==> config.mk <==
export PLATFORM = sky130hd
export DESIGN_NAME = serial_comp_n
export DESIGN_NICKNAME = d
export VERILOG_FILES = /design/src/rtl/serial_comp_n.sv
export SDC_FILE = /design/constraint.sdc
export NUM_CORES = 1
export LEC_CHECK = 0
export CAP_MARGIN = 20
export CORE_ASPECT_RATIO = 2
export CORE_MARGIN = 4
export CORE_UTILIZATION = 40
export DETAILED_ROUTE_END_ITERATION = 12
export SYNTH_ARGS = -nofsm -noshare
export SYNTH_HDL_FRONTEND = slang
export SYNTH_SLANG_ARGS = --single-unit
==> constraint.sdc <==
create_clock -name clk -period 3.23 [get_ports clk]
set_clock_uncertainty 0.1 [all_clocks]
set_input_delay 0.8075 -clock clk [delete_from_list [all_inputs] [get_ports clk]]
set_output_delay 0.8075 -clock clk [all_outputs]
set_load 0.005 [all_outputs]
==> src/rtl/serial_comp_n.sv <==
// Bit-serial MSB-first magnitude comparator with early exit on the first differing bit.
// Define CMP_SIGNED_EN to compare two's-complement operands instead of unsigned ones.
module serial_comp_n #(
   parameter int WIDTH = 8
) (
   input  logic             clk,
   input  logic             rst,
   input  logic             start,
   input  logic [WIDTH-1:0] a,
   input  logic [WIDTH-1:0] b,
   output logic             busy,
   output logic             done,
   output logic             gt,
   output logic             eq,
   output logic             lt
);
   // state | meaning
   // IDLE  | waiting for start, operands captured on the accepting edge
   // RUN   | one bit pair compared per cycle, MSB first
   // DONE  | result valid, done pulses for this single cycle

   localparam int IW = $clog2(WIDTH);
   localparam logic [IW-1:0] IDX_TOP = IW'(WIDTH - 1);

   typedef enum logic [1:0] {IDLE, RUN, DONE} state_t;

   state_t           r_state;
   logic [WIDTH-1:0] r_sh_a;
   logic [WIDTH-1:0] r_sh_b;
   logic [IW-1:0]    r_idx;

   logic [WIDTH-1:0] w_cap_a;
   logic [WIDTH-1:0] w_cap_b;
   logic             w_bit_a;
   logic             w_bit_b;

`ifdef CMP_SIGNED_EN
   // Flipping the sign bit maps two's complement onto offset binary, so the unsigned walk still works.
   assign w_cap_a = a ^ {1'b1, {(WIDTH-1){1'b0}}};
   assign w_cap_b = b ^ {1'b1, {(WIDTH-1){1'b0}}};
`else
   assign w_cap_a = a;
   assign w_cap_b = b;
`endif

   assign w_bit_a = r_sh_a[WIDTH-1];
   assign w_bit_b = r_sh_b[WIDTH-1];

   always_ff @(posedge clk) begin
      if (rst) begin
         r_state <= IDLE;
         r_sh_a  <= '0;
         r_sh_b  <= '0;
         r_idx   <= '0;
         busy    <= 1'b0;
         done    <= 1'b0;
         gt      <= 1'b0;
         eq      <= 1'b0;
         lt      <= 1'b0;
      end else begin
         case (r_state)
            IDLE: begin
               if (start) begin
                  r_sh_a  <= w_cap_a;
                  r_sh_b  <= w_cap_b;
                  r_idx   <= IDX_TOP;
                  busy    <= 1'b1;
                  r_state <= RUN;
               end
            end
            RUN: begin
               if (w_bit_a != w_bit_b) begin
                  gt      <= w_bit_a;
                  lt      <= ~w_bit_a;
                  eq      <= 1'b0;
                  done    <= 1'b1;
                  r_state <= DONE;
               end else if (r_idx == '0) begin
                  gt      <= 1'b0;
                  eq      <= 1'b1;
                  lt      <= 1'b0;
                  done    <= 1'b1;
                  r_state <= DONE;
               end else begin
                  r_sh_a <= {r_sh_a[WIDTH-2:0], 1'b0};
                  r_sh_b <= {r_sh_b[WIDTH-2:0], 1'b0};
                  r_idx  <= r_idx - IW'(1);
               end
            end
            DONE: begin
               done    <= 1'b0;
               busy    <= 1'b0;
               r_state <= IDLE;
            end
            default: begin
               done    <= 1'b0;
               busy    <= 1'b0;
               r_state <= IDLE;
            end
         endcase
      end
   end

endmodule

Word level (Yosys, flattened, before mapping)
Cells that the tools add are included.
W data, S select, Z words.

storage, ports and cells
  output and inout bits = 5
  flip-flop bits (word level) = 26
  word-level logic and storage cells = 53
  bits of input ports = 19

cells by class
  equal/unequal tests = 6
  bitwise gates (word level) = 3
  add/sub/neg operators = 1
  reduce and logical (&&, ||, !) cells = 9
  multiplexer cells = 25

operator list
  cell                   count
  $mux W8                6
  $pmux W8 S2            2
  $mux W3                3
  $reduce_and A2 Y1      4
  $mux W1                7
  $mux W2                3
  $ne A2 B2 Y1 const B   3
  $pmux W3 S2            1
  $pmux W1 S2            2
  $pmux W2 S2            1
  $reduce_and A4 Y1      1
  $reduce_bool A2 Y1     2
  $logic_not A3 Y1       1
  $ne A3 B3 Y1 const B   1
  $not A1 Y1             3
  $sub A3 B1 Y3 const B  1
  $eq A2 B1 Y1 const B   1
  $logic_not A2 Y1       1
  $ne A1 B1 Y1           1

Depth between registers and ports, before layout
Gate-level depths: netlist of the first run.

  word-level depth = 4
  depth in mapped cells = 7
  mapped depth without buffers = 6

Least setup slack after synthesis of the first run
OpenSTA, ideal clock, no wires.

  path kind = input to register
  from = input start
  to = register r_sh_a[2]
  path slack = 1.467 ns
  path buffers = 2
  library setup time = 0.081 ns
  arrival time = 1.582 ns
  cell stages on the path = 5
  data required time = 3.049 ns
  path through = nor3b_4 a31o_4 buf_6 buf_6 a211oi_2

on the way
  cells in the longest elaborated chain, start to end = 2

ends and longest elaborated chain
  element                             line  RTL
  from (decl)                         8     input logic start,
  $ne A2 B2 Y1 (no source line)       --
  $reduce_and A4 Y1 (no source line)  --
  to (signal assigned)                64    r_sh_a <= w_cap_a;
  to (signal assigned)                85    r_sh_a <= {r_sh_a[WIDTH-2:0], 1'b0};
  to (decl)                           28    logic [WIDTH-1:0] r_sh_a;

No other way between the ends.
A chain may end at the register's enable or synchronous reset.

Final worst setup path of the first run
  from = input start
  to = register r_sh_b[4]

on the way
  cells in the longest elaborated chain, start to end = 2

ends and longest elaborated chain
  element                             line  RTL
  $ne A2 B2 Y1 (no source line)       --
  $reduce_and A4 Y1 (no source line)  --
  to (signal assigned)                65    r_sh_b <= w_cap_b;
  to (signal assigned)                86    r_sh_b <= {r_sh_b[WIDTH-2:0], 1'b0};
  to (decl)                           29    logic [WIDTH-1:0] r_sh_b;

No other way between the ends.

==> flow_summary.html, run 1 <==
<table>
<tr><th>Metric</th><th>Value</th></tr>
<tr><th colspan="2">Run status</th></tr>
<tr><td>Status</td><td>finished clean</td></tr>
<tr><th colspan="2">Setup path</th></tr>
<tr><td>Crit path launch type</td><td>input pin</td></tr>
<tr><td>Crit path largest cell delay</td><td>about 0.48 ns</td></tr>
<tr><td>Worst-path cell chain</td><td>clkdlybuf4s50_1 &gt; nor3b_4 &gt; a31o_4 &gt; nor2_1 &gt; a211oi_2</td></tr>
<tr><td>Reg2reg setup slack</td><td>about 1.4 ns</td></tr>
<tr><td>Critical Setup Path Class</td><td>input pin to flip-flop</td></tr>
<tr><td>Slowest library cell on the worst path</td><td>clkdlybuf4s50_1</td></tr>
<tr><td>Required time at the worst-slack endpoint</td><td>3.31 ns</td></tr>
<tr><td>Worst Path Arrival</td><td>2.26 ns</td></tr>
<tr><td>Critical path fanouts, max</td><td>29</td></tr>
<tr><td>Endpoint type of the worst setup path</td><td>flip-flop</td></tr>
<tr><th colspan="2">STA</th></tr>
<tr><td>Transition at the pin with the smallest max-transition slack</td><td>~0.84 ns</td></tr>
<tr><td>Final Hold Viols</td><td>0</td></tr>
<tr><td>Worst relative slew slack</td><td>about 44%</td></tr>
<tr><td>Max-slew violation total from the final report</td><td>0</td></tr>
<tr><td>Worst Setup Slack, final</td><td>1.04 ns</td></tr>
<tr><td>Final sum of negative setup slack</td><td>0 ns</td></tr>
<tr><td>Share of the cycle needed by the critical path after routing</td><td>approximately two thirds</td></tr>
<tr><td>Count of final setup violators</td><td>0</td></tr>
<tr><td>Achievable clock frequency</td><td>roughly 0.46 GHz</td></tr>
<tr><td>RSZ-0062 raised after global routing</td><td>false</td></tr>
<tr><td>Shortest period the worst path allows</td><td>around 2.2 ns</td></tr>
<tr><th colspan="2">Global route</th></tr>
<tr><td>Via count of the first global-routing pass</td><td>898</td></tr>
<tr><td>Overall Global Routing Usage</td><td>12.1%</td></tr>
<tr><td>Global-route wire length before repair</td><td>3700 um</td></tr>
<tr><td>Maximum number of pins on one net before global-route repair</td><td>30</td></tr>
<tr><td>Grt total ovfl</td><td>0</td></tr>
<tr><td>Antenna violations before repair</td><td>0</td></tr>
<tr><th colspan="2">CTS</th></tr>
<tr><td>Root cell of the clock tree</td><td>clkbuf_8</td></tr>
<tr><td>Number of clock sinks</td><td>26</td></tr>
<tr><td>Quantity of hold-fixing buffers added after cts</td><td>0</td></tr>
<tr><td>CTS clk-pin slew, worst paths</td><td>about 0.080 ns</td></tr>
<tr><td>Number of post-CTS setup repair buffers</td><td>0</td></tr>
<tr><td>Buffers from clock root to sink, at most</td><td>2</td></tr>
<tr><td>Number of CTS-inserted buffers</td><td>3</td></tr>
<tr><td>Worst skew pair latency</td><td>0.26 ns</td></tr>
<tr><td>CTS tree</td><td>built</td></tr>
<tr><td>Total number of H-tree levels</td><td>1</td></tr>
<tr><td>Quantity of gates resized following cts</td><td>0</td></tr>
<tr><th colspan="2">Power and ir drop</th></tr>
<tr><td>Worst IR drop on VDD</td><td>319 uV</td></tr>
<tr><td>Total power density per cell area</td><td>545 nW/um^2</td></tr>
<tr><td>Static leakage power</td><td>~0.55 nW</td></tr>
<tr><th colspan="2">Synthesis</th></tr>
<tr><td>Post-synthesis net count</td><td>between 100 and 150</td></tr>
<tr><td>Mapped cell area</td><td>between 1000 and 1500 um^2</td></tr>
<tr><td>Warning count from the yosys run</td><td>0</td></tr>
<tr><td>Share of synthesized flip-flops with an asynchronous set or reset</td><td>0%</td></tr>
<tr><td>Number of distinct library cells after synthesis</td><td>23</td></tr>
<tr><td>Primary flip-flop cell chosen by synthesis mapping</td><td>dfxtp_1</td></tr>
<tr><td>Post-synthesis sequential element count</td><td>26</td></tr>
<tr><td>Mean Syn Cell Area</td><td>just over 10 um^2</td></tr>
<tr><td>Cells after synthesis</td><td>~120</td></tr>
<tr><td>Number of synthesized flops with an enable pin</td><td>0</td></tr>
<tr><td>Seq/Total Area, Yosys</td><td>between 40% and 50%</td></tr>
<tr><th colspan="2">Placed design</th></tr>
<tr><td>Routability congestion estimate from global placement</td><td>about 0.75</td></tr>
<tr><td>Worst slack at placement</td><td>roughly 0.77 ns</td></tr>
<tr><td>Number of input and output port buffers inserted</td><td>23</td></tr>
<tr><td>Detailed placer's ending HPWL</td><td>between 1500 and 2000 um</td></tr>
<tr><th colspan="2">Floorplanning</th></tr>
<tr><td>Die area</td><td>slightly above 4000 um^2</td></tr>
<tr><td>Floorplan die height</td><td>about 86 um</td></tr>
<tr><td>Floorplan row count</td><td>28</td></tr>
<tr><td>Initial Utilization</td><td>41.1%</td></tr>
<tr><td>Die extent in x</td><td>~47 um</td></tr>
<tr><td>Core box area</td><td>~3000 um^2</td></tr>
<tr><td>Count of boundary I/O pins</td><td>24</td></tr>
<tr><th colspan="2">Final layout</th></tr>
<tr><td>Most common cell after layout, fill and taps aside</td><td>dfxtp_1</td></tr>
<tr><td>Layout cells sized above 1</td><td>about 14%</td></tr>
<tr><td>Utilization after layout</td><td>between 50% and 60%</td></tr>
<tr><td>Layout Area Growth over Synthesis</td><td>23.2%</td></tr>
<tr><td>Antenna diode count</td><td>0</td></tr>
<tr><td>Final net count</td><td>roughly 160</td></tr>
<tr><td>Commonest non-fill, non-tap cells in the layout</td><td>26 x dfxtp_1, 24 x nor2_1, 23 x clkdlybuf4s50_1</td></tr>
<tr><th colspan="2">Detailed routing</th></tr>
<tr><td>Pre-antenna DRT Iters</td><td>4</td></tr>
<tr><td>Vias post-DR</td><td>between 800 and 900</td></tr>
<tr><td>Routed wire length</td><td>around 2100 um</td></tr>
<tr><td>DRC</td><td>0</td></tr>
<tr><td>DR WL/cell</td><td>roughly 13 um</td></tr>
<tr><td>Number of design-rule violations left by the first detailed-router iteration</td><td>10</td></tr>
<tr><td>Post-detailed-route via-to-cell ratio</td><td>around 5.2</td></tr>
<tr><td>Remaining antenna violation count</td><td>0</td></tr>
<tr><th colspan="2">Flow run</th></tr>
<tr><td>Max-cap violations</td><td>0</td></tr>
<tr><th colspan="2">Worst hold path</th></tr>
<tr><td>Type of the worst min-delay path</td><td>flip-flop to flip-flop</td></tr>
</table>
[cells by family after synthesis]
logic type               share of synthesized area [%]
AO/OA/AOI/OAI                                     20.0
flip-flops                                        43.0
multiplexers                                      13.2
AND/OR/NAND/NOR                                   13.0
adder cells (fa/ha/maj)                           4.14
buffers and inverters                             6.62
[area by class of cell]
cell class	instances	area [um^2]
timing repair buffer	25	245
clock buffer	4	55.1
tap	30	37.5
inverter	6	22.5
multi-input combinational	77	609
fill	297	1450
sequential	26	520
[report_power, final]
group | switching, mW | leakage (nW) | internal, mW
sequential | 0.0317 | 0.215 | 0.365
clock | 0.0948 | 0.0288 | 0.109
combinational | 0.105 | 0.309 | 0.107
[critical path, delay by kind of cell]
family                 cells  cell delay [ns]
buffers and inverters      1             0.48
AO/OA/AOI/OAI              2             0.56
AND/OR/NAND/NOR            2             0.41
[routing by layer]
metal | share of wire [%] | wire length, um | vias up | global-route usage, %
met5 | 0 | 0 | - | 0
met4 | 1.2 | 25 | 0 | 5.29
met3 | 5.0 | 107 | 2 | 2.10
met2 | 53 | 1140 | 16 | 20.4
met1 | 41 | 880 | 403 | 14.0
li1 | - | - | 452 | -
[final timing paths]
| check | from | end | cells after the start |
|---|---|---|---|
| worst max-delay path | start | r_sh_b[4] | 5 |
| worst min register to register | r_idx[2] | r_idx[2] | 1 |
| worst max register to register | r_state[0] | r_sh_b[4] | 4 |
| worst min-delay path | r_idx[2] | r_idx[2] | 1 |
[registers in the layout, summed over array words and instances, names as in the netlist]
signal,cells
busy,1
done,1
eq,1
gt,1
lt,1
r_idx,3
r_sh_a,8
r_sh_b,8
r_state,2
[stage by stage]
stage | power [mW] | area [um^2] | hold slack [ns] | cells
CTS | 0.825 | 1490 | 0.387 | 168
global route | 0.867 | 1490 | 0.416 | 168
floorplan | 0.570 | 1210 | 0.337 | 117
detailed placement | 0.621 | 1440 | 0.370 | 164
global placement | 0.613 | 1440 | 0.357 | 164
finish | 0.813 | 1490 | 0.388 | 168
[cell usage after synthesis, types with 3 or more instances]
cell / count / share of area, %
dfxtp_1: 26 / 43
nor2_1: 24 / 7.4
mux2i_1: 16 / 13
a211oi_2: 10 / 10
a211oi_1: 6 / 3.7
inv_1: 6 / 1.9
ha_1: 4 / 4.1
a21oi_1: 3 / 1.2
buf_6: 3 / 2.8
clkbuf_1: 3 / 0.93
Power figures use the tool's default switching activity.
==> run 2, diff against run 1 <==
- clock period: 3.23 -> 2.3 ns (I/O delays scaled with it)
==> run 2 against run 1 <==
Largest cell class unchanged; register-to-register slack lost 0.78 ns; critical endpoint is now r_sh_b[3]; clock-buffer cell count is the same; sequential power grew 39%.
==> flow_summary.html, run 2 (synthesis gave the netlist of run 1 again) <==
<table>
<tr><th>Metric</th><th>Value</th></tr>
<tr><th colspan="2">Run status</th></tr>
<tr><td>Status</td><td>finished clean</td></tr>
<tr><th colspan="2">Power and ir drop</th></tr>
<tr><td>P_sw</td><td>0.321 mW</td></tr>
<tr><td>Sequential share of power</td><td>between 40% and 50%</td></tr>
<tr><td>Switching part of the total power</td><td>approximately 28%</td></tr>
<tr><td>Static leakage power</td><td>between 0.5 and 0.6 nW</td></tr>
<tr><td>Worst IR drop on VDD</td><td>about 510 uV</td></tr>
<tr><td>Total power density per cell area</td><td>760 nW/um^2</td></tr>
<tr><td>Relative contribution of combinational cells to total power</td><td>~27%</td></tr>
<tr><td>Overall power</td><td>approximately 1.1 mW</td></tr>
<tr><td>Clock network power share</td><td>24.8%</td></tr>
<tr><td>Power Internal</td><td>between 0.8 and 0.9 mW</td></tr>
<tr><th colspan="2">Final layout</th></tr>
<tr><td>Layout cells sized above 1</td><td>between 10% and 20%</td></tr>
<tr><td>Utilization after layout</td><td>~51%</td></tr>
<tr><td>Number of filler instances in the final layout</td><td>roughly 290</td></tr>
<tr><td>Largest registers</td><td>r_sh_a (8), r_sh_b (8), r_idx (3)</td></tr>
<tr><td>Layout Area Growth over Synthesis</td><td>23.8%</td></tr>
<tr><td>Final net count</td><td>around 160</td></tr>
<tr><td>Antenna diode count</td><td>0</td></tr>
<tr><td>Post-Layout Cell Count</td><td>roughly 170</td></tr>
<tr><td>Commonest non-fill, non-tap cells in the layout</td><td>26 x dfxtp_1, 24 x nor2_1, 23 x clkdlybuf4s50_1</td></tr>
<tr><td>Most common cell after layout, fill and taps aside</td><td>dfxtp_1</td></tr>
<tr><td>Area occupied by multi-input gates</td><td>roughly 610 um^2</td></tr>
<tr><td>Sequential cell area in the final layout</td><td>between 500 and 600 um^2</td></tr>
<tr><th colspan="2">CTS</th></tr>
<tr><td>Number of clock sinks</td><td>26</td></tr>
<tr><td>Root cell of the clock tree</td><td>clkbuf_8</td></tr>
<tr><td>Worst skew pair latency</td><td>roughly 0.26 ns</td></tr>
<tr><td>CTS tree</td><td>built</td></tr>
<tr><td>Number of post-CTS setup repair buffers</td><td>0</td></tr>
<tr><td>Quantity of gates resized following cts</td><td>0</td></tr>
<tr><td>Quantity of hold-fixing buffers added after cts</td><td>0</td></tr>
<tr><td>CTS clk-pin slew, worst paths</td><td>approximately 0.08 ns</td></tr>
<tr><td>Number of CTS-inserted buffers</td><td>3</td></tr>
<tr><td>Buffers from clock root to sink, at most</td><td>2</td></tr>
<tr><td>Total number of H-tree levels</td><td>1</td></tr>
<tr><th colspan="2">Worst hold path</th></tr>
<tr><td>Startpoint of the worst hold path</td><td>r_idx[0]</td></tr>
<tr><td>Type of the worst min-delay path</td><td>flip-flop to flip-flop</td></tr>
<tr><td>Hold EP</td><td>r_idx[0]</td></tr>
<tr><td>Worst hold path cell count</td><td>1</td></tr>
<tr><th colspan="2">STA</th></tr>
<tr><td>Shortest period the worst path allows</td><td>1.84 ns</td></tr>
<tr><td>Worst relative slew slack</td><td>72.4%</td></tr>
<tr><td>Share of the cycle needed by the critical path after routing</td><td>between 80% and 90%</td></tr>
<tr><td>Worst Setup Slack, final</td><td>0.455 ns</td></tr>
<tr><td>Count of final setup violators</td><td>0</td></tr>
<tr><td>Final sum of negative setup slack</td><td>0 ns</td></tr>
<tr><td>Max-slew violation total from the final report</td><td>0</td></tr>
<tr><td>RSZ-0062 raised after global routing</td><td>false</td></tr>
<tr><td>Final Hold Viols</td><td>0</td></tr>
<tr><td>Transition at the pin with the smallest max-transition slack</td><td>approximately 0.41 ns</td></tr>
<tr><td>Achievable clock frequency</td><td>approximately 0.54 GHz</td></tr>
<tr><th colspan="2">Setup path</th></tr>
<tr><td>Count of cells along the worst register-to-register path</td><td>6</td></tr>
<tr><td>Crit path launch type</td><td>input pin</td></tr>
<tr><td>Endpoint type of the worst setup path</td><td>flip-flop</td></tr>
<tr><td>Critical path fanouts, max</td><td>29</td></tr>
<tr><td>Critical Setup Path Class</td><td>input pin to flip-flop</td></tr>
<tr><td>Reg2reg setup slack</td><td>approximately 0.59 ns</td></tr>
<tr><td>Required time at the worst-slack endpoint</td><td>about 2.4 ns</td></tr>
<tr><td>Worst Path Arrival</td><td>1.92 ns</td></tr>
<tr><td>Reg-to-Reg End</td><td>r_sh_b[3]</td></tr>
<tr><td>Startpoint of the lowest-slack register-to-register path</td><td>r_idx[0]</td></tr>
<tr><th colspan="2">Floorplanning</th></tr>
<tr><td>Die extent in x</td><td>46.9 um</td></tr>
<tr><td>Core box area</td><td>2940 um^2</td></tr>
<tr><td>Floorplan row count</td><td>28</td></tr>
<tr><td>Count of boundary I/O pins</td><td>24</td></tr>
<tr><td>Initial Utilization</td><td>between 40% and 50%</td></tr>
<tr><td>Floorplan die height</td><td>~86 um</td></tr>
<tr><td>Die area</td><td>4020 um^2</td></tr>
<tr><th colspan="2">Placed design</th></tr>
<tr><td>Placed cell count</td><td>165</td></tr>
<tr><td>Detailed placer's ending HPWL</td><td>~1600 um</td></tr>
<tr><td>Worst slack at placement</td><td>approximately 0.16 ns</td></tr>
<tr><td>Number of input and output port buffers inserted</td><td>23</td></tr>
<tr><td>Routability congestion estimate from global placement</td><td>about 0.73</td></tr>
<tr><th colspan="2">Global route</th></tr>
<tr><td>Antenna violations before repair</td><td>0</td></tr>
<tr><td>Maximum number of pins on one net before global-route repair</td><td>30</td></tr>
<tr><td>Grt total ovfl</td><td>0</td></tr>
<tr><td>Global-route wire length before repair</td><td>between 3000 and 4000 um</td></tr>
<tr><td>Via count of the first global-routing pass</td><td>slightly above 800</td></tr>
<tr><td>Overall Global Routing Usage</td><td>around an eighth</td></tr>
<tr><th colspan="2">Detailed routing</th></tr>
<tr><td>DRC</td><td>0</td></tr>
<tr><td>Remaining antenna violation count</td><td>0</td></tr>
<tr><td>Number of design-rule violations left by the first detailed-router iteration</td><td>17</td></tr>
<tr><td>Vias post-DR</td><td>888</td></tr>
<tr><td>Routed wire length</td><td>2070 um</td></tr>
<tr><td>Pre-antenna DRT Iters</td><td>4</td></tr>
<tr><td>DR WL/cell</td><td>between 10 and 15 um</td></tr>
<tr><td>Post-detailed-route via-to-cell ratio</td><td>5.25</td></tr>
<tr><th colspan="2">Flow run</th></tr>
<tr><td>Max-cap violations</td><td>0</td></tr>
</table>
run 2: final cells by class:
| type | instances | share of cell area [%] |
|---|---|---|
| clock buffers | 4 | 3.68 |
| inverters | 6 | 1.50 |
| multi-input cells | 77 | 40.7 |
| flip-flops and latches | 26 | 34.8 |
| well taps | 30 | 2.51 |
| repair buffers | 26 | 16.9 |
run 2: how the worst max path moves through the flow:
stage,from,to,slack [ns],depth (start not counted)
global route,start,r_idx[0],0.33,5
finish,start,r_sh_b[3],0.46,5
floorplan,r_sh_a[7],r_sh_a[2],0.77,6
global placement,start,r_sh_a[6],0.25,5
CTS,start,r_sh_b[3],0.45,5
detailed placement,start,r_sh_b[3],0.16,5
run 2: critical path: stages:
cell and delay, ns:
clkdlybuf4s50_1 0.47, nor3b_4 0.21, a31o_4 0.35, nor2_1 0.08
a211oi_1 0.23
run 2: through the flow:
step                      hold slack, ns  instance area [um^2]
after floorplan                    0.337                  1210
after global placement             0.355                  1440
after detailed placement           0.361                  1440
after CTS                          0.375                  1500
after global routing               0.413                  1500
final                              0.379                  1500
run 2: per-layer routing:
layer	routed length (um)	vias to the layer above	global-route usage [%]	part of all wire [%]
met4	30	0	6.05	1.5
met3	114	4	2.52	5.5
met1	858	412	13.3	41
li1	-	453	-	-
met2	1070	19	19.2	51
met5	0	-	0	0
run 2: power groups by stage:
stage	Combinational, mW	Sequential [mW]	Clock (mW)
after floorplan	0.250	0.551	0
after global placement	0.304	0.560	0
after detailed placement	0.311	0.561	0
after CTS	0.311	0.551	0.301
after global routing	0.345	0.557	0.320
final	0.306	0.550	0.283
